## config.mk

```make
export PLATFORM = sky130hd
export DESIGN_NAME = booth_r4_seq_mult
export DESIGN_NICKNAME = d
export VERILOG_FILES = /design/src/rtl/booth_r4_seq_mult.sv
export SDC_FILE = /design/constraint.sdc
export NUM_CORES = 1
export LEC_CHECK = 0
export ABC_CLOCK_PERIOD_IN_PS = 5600
export BUFFER_PORTS_ARGS = -buffer_cell sky130_fd_sc_hd__clkbuf_2
export CAP_MARGIN = 20
export CORE_ASPECT_RATIO = 0.6
export CORE_MARGIN = 2
export CORE_UTILIZATION = 40
export DETAILED_ROUTE_END_ITERATION = 10
export GPL_TIMING_DRIVEN = 0
export PLACE_DENSITY = 0.59
export SYNTH_ARGS = -nofsm -noshare
export SYNTH_HDL_FRONTEND = slang
export SYNTH_SLANG_ARGS = --single-unit
```

## constraint.sdc

```tcl
create_clock -name clk -period 5.6 [get_ports clk]
set_input_delay 0.28 -clock clk [delete_from_list [all_inputs] [get_ports clk]]
set_output_delay 0.28 -clock clk [all_outputs]
set_load 0.02 [all_outputs]
```

## src/rtl/booth_r4_seq_mult.sv

```systemverilog
// booth_r4_seq_mult: iterative radix-4 Booth multiplier, one digit per cycle, valid/ready on both sides.
// Define BOOTH_EARLY_TERM_EN to finish as soon as all remaining Booth digits are zero.
module booth_r4_seq_mult #(
  parameter int WIDTH = 8
) (
  input  logic               clk,
  input  logic               rst_n,
  input  logic               i_in_valid,
  output logic               o_in_ready,
  input  logic [WIDTH-1:0]   i_multiplicand,
  input  logic [WIDTH-1:0]   i_multiplier,
  input  logic               i_signed_mpy,
  output logic               o_out_valid,
  input  logic               i_out_ready,
  output logic [2*WIDTH-1:0] o_product,
  output logic               o_busy
);
  localparam int D  = WIDTH / 2 + 1;
  localparam int IW = $clog2(D);
  localparam int AW = 2 * WIDTH + 2;
  typedef enum logic [1:0] {S_IDLE, S_CALC, S_DONE} state_t;
  state_t             r_state, w_next;
  logic [WIDTH-1:0]   r_a, r_b;
  logic               r_sgn;
  logic [AW-1:0]      r_acc;
  logic [IW-1:0]      r_idx;
  logic [2*WIDTH-1:0] r_prod;
  logic               w_ext, w_last, w_accept;
  logic [WIDTH+2:0]   w_b;
  logic [2:0]         w_t;
  logic [AW-1:0]      w_a_ext, w_mag, w_pp, w_sum;
  assign w_ext    = r_sgn & r_b[WIDTH-1];
  assign w_b      = {w_ext, w_ext, r_b, 1'b0};
  assign w_t      = w_b[2*r_idx +: 3];
  assign w_a_ext  = {{(AW-WIDTH){r_sgn & r_a[WIDTH-1]}}, r_a};
  assign w_mag    = (w_t[0] ^ w_t[1]) ? w_a_ext :
                    (w_t == 3'b011 || w_t == 3'b100) ? (w_a_ext << 1) : '0;
  assign w_pp     = w_t[2] ? -w_mag : w_mag;
  assign w_sum    = r_acc + (w_pp << (2*r_idx));
  assign w_accept = i_in_valid & o_in_ready;
`ifdef BOOTH_EARLY_TERM_EN
  logic [WIDTH+2:0] w_rest;
  // arithmetic shift keeps the top bit, so "rest is all zeros or all ones" reduces to two compares
  assign w_rest = $signed(w_b) >>> (2*r_idx + 2);
  assign w_last = (r_idx == IW'(D-1)) | (w_rest == '0) | (&w_rest);
`else
  assign w_last = r_idx == IW'(D-1);
`endif
  always_comb begin
    w_next = r_state;
    case (r_state)
      S_IDLE:  w_next = w_accept ? S_CALC : S_IDLE;
      S_CALC:  w_next = w_last ? S_DONE : S_CALC;
      S_DONE:  w_next = i_out_ready ? S_IDLE : S_DONE;
      default: w_next = S_IDLE;
    endcase
  end
  always_ff @(posedge clk or negedge rst_n) begin
    if (!rst_n) begin
      r_state <= S_IDLE;
      r_a     <= '0;
      r_b     <= '0;
      r_sgn   <= 1'b0;
      r_acc   <= '0;
      r_idx   <= '0;
      r_prod  <= '0;
    end else begin
      r_state <= w_next;
      if (w_accept) begin
        r_a   <= i_multiplicand;
        r_b   <= i_multiplier;
        r_sgn <= i_signed_mpy;
        r_acc <= '0;
        r_idx <= '0;
      end else if (r_state == S_CALC) begin
        r_acc <= w_sum;
        r_idx <= r_idx + 1'b1;
        if (w_last) r_prod <= w_sum[2*WIDTH-1:0];
      end
    end
  end
  assign o_in_ready  = r_state == S_IDLE;
  assign o_out_valid = r_state == S_DONE;
  assign o_busy      = r_state != S_IDLE;
  assign o_product   = r_prod;
endmodule

```

# Word level (Yosys, flattened, before mapping)
# Index checks and enable logic that the tools add are counted.
# W data, S select, Z words.
dict set report word_totals {
  reg_bits 56
  inputBits 21
  output_inout_bits 19
  wordCells 38
}
dict set report op_classes {
  n_addsub 3
  n_eq_ne 5
  shift 2
  muxes 11
  bitwise_logic 5
  n_reduce_logical 5
}
# op count
set op_table {}
lappend op_table {{$mux W18} 5}
lappend op_table {{$add A18 B18 Y18} 1}
lappend op_table {{$neg A18 Y18} 1}
lappend op_table {{$shl A18 B4 Y18} 1}
lappend op_table {{$shiftx A11 B5 Y3} 1}
lappend op_table {{$eq A3 B3 Y1 const B} 2}
lappend op_table {{$mux W3} 2}
lappend op_table {{$pmux W2 S3} 1}
lappend op_table {{$mux W2} 2}
lappend op_table {{$reduce_bool A2 Y1} 2}
lappend op_table {{$add A3 B1 Y3 const B} 1}
lappend op_table {{$and A1 B1 Y1} 3}
lappend op_table {{$eq A3 B2 Y1 const B} 1}
lappend op_table {{$reduce_and A3 Y1} 1}
lappend op_table {{$eq A2 B1 Y1 const B} 1}
lappend op_table {{$eq A2 B2 Y1 const B} 1}
lappend op_table {{$logic_not A2 Y1} 1}
lappend op_table {{$logic_or A1 B1 Y1} 1}
lappend op_table {{$mux W1} 1}
lappend op_table {{$not A1 Y1} 1}
lappend op_table {{$xor A1 B1 Y1} 1}

# Depth between registers and ports, before layout
dict set report logic_depth {
  depth_word 12
  depth_mapped 30
  depth_no_buf 28
}

# Worst setup path after synthesis
# No wires, ideal clock.
dict set report synth_path {
  path_kind {register to register}
  from {register r_idx[1]}
  to {register r_acc[15]}
  setup_time_ps 119
  arrival_time_ps 5338
  t_required_ps 5481
  setup_slack_ps 143
  stages_incl_launch_ff 27
  path_buffers 2
  synth_period_minus_slack_ps 5457
  cell_sequence {dfrtp_1 -> buf_2 -> buf_1 -> mux2_2 -> a21oi_1 -> o21ai_0 -> inv_1 -> ha_1 -> or3b_2 -> o32a_1 -> o211ai_1 -> a22oi_1 -> ha_1 -> or2b_1 -> a32o_1 -> nor3_2 -> nor3_1 -> ha_1 -> o21ai_0 -> o21bai_1 -> o31a_1 -> a31oi_1 -> o21a_1 -> o21a_1 -> nor3_1 -> o21ai_0 -> a21bo_1}
}
dict set report synth_via {
  elab_chain_cells 11
  word_cells_on_any_way 13
  cone_classes {add/sub: 2; eq/ne: 2; shift: 2; mux: 5; bitwise: 1; reduce/logical: 1}
}
# element line
set synth_rtl {}
lappend synth_rtl {{start: declaration} 26} ;# logic [IW-1:0] r_idx;
lappend synth_rtl {{start signal: assignment} 77} ;# r_idx <= r_idx + 1'b1;
lappend synth_rtl {{$shiftx A11 B5 Y3} 34} ;# assign w_t = w_b[2*r_idx +: 3];
lappend synth_rtl {{$eq A3 B2 Y1 / $eq A3 B3 Y1 (equally long branches)} 37} ;# (w_t == 3'b011 || w_t == 3'b100) ? (w_a_ext << 1) : '0;
lappend synth_rtl {{$logic_or A1 B1 Y1} 37}
lappend synth_rtl {{$mux W18} 37}
lappend synth_rtl {{$mux W18} 36} ;# assign w_mag = (w_t[0] ^ w_t[1]) ? w_a_ext :
lappend synth_rtl {{$neg A18 Y18} 38} ;# assign w_pp = w_t[2] ? -w_mag : w_mag;
lappend synth_rtl {{$mux W18} 38}
lappend synth_rtl {{$shl A18 B4 Y18 *} 39} ;# assign w_sum = r_acc + (w_pp << (2*r_idx));
lappend synth_rtl {{$add A18 B18 Y18 *} 39}
lappend synth_rtl {{$mux W18 *} 75} ;# end else if (r_state == S_CALC) begin
lappend synth_rtl {{$mux W18 *} 69} ;# if (w_accept) begin
lappend synth_rtl {{end signal: assignment} 76} ;# r_acc <= w_sum;
lappend synth_rtl {{end: declaration} 25} ;# logic [AW-1:0] r_acc;
# Mark *: on every way between the ends. The rest lies on a longest branch, timed or not. The select of a mux whose other input is x is not followed.
# A chain may end at the register's enable or synchronous reset.

# Final worst setup path
# Ends and elaborated chain as after synthesis.

==> metrics.md <==
| Metric | Value |
|---|---|
| Routed len/inst | ~17 µm |
| Reg2Reg Capture Point | r_acc[15] |
| Worst hold slack across all endpoints | 74.4 ps |
| Clock-pin slew of the registers on the worst-case setup and hold paths | 70 ps |
| GRT Resource Usage Total | between 20% and 30% |
| Synth-to-Final Area Change | 23.2% |
| Number of buffers and inverters on the critical path | 3 |
| Placed instance count | around 670 |
| Adder and majority cell fraction of the synthesized area | under 10% |
| Length of the first detailed-routing pass in iterations | 5 |
| TNS Setup | 0 ps |
| Final Hold Violating Endpoints | 0 |
| Clock latency of the later-clocked register in the worst-skew pair | 300 ps |
| Worst Path Required | 5790 ps |
| RSZ-0062 raised after global routing | true |
| Number of cells on the worst reg-to-reg path | 26 |
| Number of logic stages on the critical path including buffering | 26 |
| Yosys cell types | 63 |
| Cell type contributing the most total cell area after synthesis | sky130_fd_sc_hd__dfrtp_1 |
| Number of buffers inserted by port buffering | 39 |
| Number of antenna violations at the first check in global routing | 0 |
| Post-route DRC violation count | 0 |
| Number of global-route vias before repair | approximately 3500 |
| Syn Inst Count | 496 |
| Type of the most critical hold path | in2async |
| Post-synth EDFFs | 0 |
| Antenna Violating Nets Remaining | 0 |
| Leading cell types by count after synthesis | sky130_fd_sc_hd__nand2_1 (100), sky130_fd_sc_hd__o21ai_0 (58), sky130_fd_sc_hd__dfrtp_1 (54), sky130_fd_sc_hd__nor2_1 (37), sky130_fd_sc_hd__a21oi_1 (23) |
| Outcome | finished clean |
| Crit path max-delay cell type | sky130_fd_sc_hd__dfrtp_1 |
| Largest stage delay on the critical path | 400 ps |
| Prevailing post-synth register cell | sky130_fd_sc_hd__dfrtp_1 |
| Classification of the worst setup path | reg2reg |
| Worst slew margin relative to its limit | 49.2% |
| Number of sinks on the clock net | 54 |
| Wire length of the first global-routing pass | 18.5 mm |
| Post-Route WL | around 12 mm |
| Number of top-level pins | 40 |
| Multi-input combinational cell area | 0.00258 mm² |
| Global placer's final weighted congestion | 0.932 |
| TritonCTS buffer count | 5 |
| Full die area | 0.0106 mm² |
| Share of the synthesized area in compound gates (AO/OA/AOI/OAI) | 22.3% |
| Max H-tree Level | 2 |
| Register area share after synthesis | 34.4% |
| Root buffer selected by CTS | sky130_fd_sc_hd__clkbuf_16 |
| Post-layout instance count excluding filler cells | 696 |
| # fillers | between 900 and 1000 |
| Mean area per synthesized cell | 7.91 µm² |
| Transition time at the pin with the least slew margin | around 760 ps |
| Buffers from clock root to sink, at most | 2 |
| Max Clock Freq | 0.186 GHz |
| Termination of the worst setup path | r_acc[15] |
| Most common cell in the synthesized netlist | sky130_fd_sc_hd__nand2_1 |
| Synth warnings | 0 |
| Register-to-Register Setup Slack | about 210 ps |
| Chip height | 80.7 µm |
| CP endpoint kind | register |
| Number of synthesized register bits | 54 |
| Chip width | between 100 and 150 µm |
| Worst setup slack before clock tree synthesis | -1030 ps |
| Pin count of the biggest net entering global routing | 55 |
| Area of the core | 0.00936 mm² |
| Reg2Reg Launch Point | r_idx[1] |
| Number of rows in the core area | 27 |
| WP data arrival | between 5000 and 6000 ps |
| Initial DRC Count | 298 |
| Number of max-cap violations | 0 |
| Number of buffers added to fix hold violations after cts | 0 |
| Nets | 610 |
| Largest family of logic cells by synthesized area | simple AND/OR/NAND/NOR gates |
| Category of the worst setup path launch point | register |
| Aggregate global routing overflow | 0 |
| Flip-flop and latch area | 0.00135 mm² |
| Initial Utilization | 41.9% |
| Post-synthesis net count | 540 |
| Top fanout value on the critical path | 5 |
| Endpoints failing setup | 0 |
| Startpoint of the most critical setup path | r_idx[1] |
| Time the worst path needs with I/O delays and setup | around 5400 ps |
| Worst setup skew after layout | 6.55 ps |
| Antenna Cells | 0 |
| Clock tree from TritonCTS | yes |
| Top cell type's share of synthesized area | 34.4% |
| Setup slack after layout | ~210 ps |
| Share of the clock period used by the worst path | a little over nine tenths |
| Post-Synth XOR/XNOR Area | under 10% |
| Critical path's top delay family | compound AO/OA/AOI/OAI gates |
| Post-DP HPWL | 8.42 mm |
| Share of synthesized flip-flops with an asynchronous set or reset | 100% |
| Number of vias after detailed routing | 3876 |
| Leading cell types by total area after synthesis | sky130_fd_sc_hd__dfrtp_1 (34%), sky130_fd_sc_hd__nand2_1 (9.6%), sky130_fd_sc_hd__o21ai_0 (7.4%) |
| Vias per std cell | 5.57 |
| Post-Synthesis Cell Area | 0.00393 mm² |
| Final count of pins violating max slew | 0 |
| Simple-gate area share of the yosys netlist | 23.1% |
| Layout cells sized above 1 | 20.8% |
| Multiplexer area fraction after synthesis | 3.22% |
-- per-layer routing --
layer,track usage (%),share of wire [%],vias up
met4,3.80,0.60,0
li1,-,-,1896
met3,4.62,6.7,9
met1,35.3,53,1821
met5,0,0,-
met2,30.2,40,150
-- flip-flops by register name (all words and copies together) (netlist names) --
signal and count:
o_product 16, r_acc 16, r_a 8, r_b 8, r_idx 3, r_state 2
r_sgn 1
-- cell type report --
| class | count | area share, % |
|---|---|---|
| plain buffers | 27 | 3.49 |
| clock buffers | 5 | 2.59 |
| clock inverters | 2 | 0.285 |
| inverters | 15 | 1.16 |
| multi-input cells | 400 | 53.3 |
| flip-flops and latches | 54 | 27.9 |
| well taps | 130 | 3.36 |
| repair buffers | 63 | 7.89 |
-- cell usage in the layout (no fill, tap or decap), drive strengths merged, types with 2 or more instances in the layout --
master and instances:
o22ai 6, nor4 5, o21ai 59, inv 15, a22oi 3, xor2 10
clkinv 2, nor2b 6, a21oi 23, o32ai 3, mux2 5, or3 2
o211a 3, nand2b 6, buf 33, o31ai 3, and2 2, a211oi 3
or2 3, or2b 2, nor3 9, nand2 100, a221o 2, dfrtp 54
nor2 38, clkbuf 62, xnor2 13, o211ai 3, o21a 5, a31oi 5
ha 22, nand3 22, a32o 2, a21o 7, mux2i 7
-- cells by family after synthesis --
| kind of cell | count (synthesis) |
|---|---|
| fa+ha+maj | 23 |
| xor+xnor | 23 |
| compound gates | 139 |
| mux | 12 |
| simple gates | 203 |
| buf+inv | 42 |
| flops | 54 |
-- through the flow --
stage          instance area [µm²]  util, %
2_1_floorplan                 3930        -
3_3_place_gp                  4280     45.8
3_5_place_dp                  4290     45.8
4_1_cts                       4600     49.2
5_1_grt                       4840     51.7
6_report                      4840     51.7
-- worst min path at each step --
stage            from      endpoint  slack [ps]
2_1_floorplan   rst_n  o_product[0]         -20
4_1_cts         rst_n        r_a[6]         110
5_1_grt         rst_n        r_a[6]         140
3_3_place_gp   r_b[6]        r_b[6]         460
3_5_place_dp    rst_n        r_a[6]         430
6_report        rst_n        r_a[6]          70
-- timing repair --
action / CTS / global route
cloned: 0 / 0
pin swaps: 12 / 29
setup buffers: 12 / 13
setup endpoints to repair: 23 / 18
gates resized for setup: 28 / 46
Power is not shown: default switching activity piles up to over one toggle a cycle in this logic, so the estimate is an artifact.
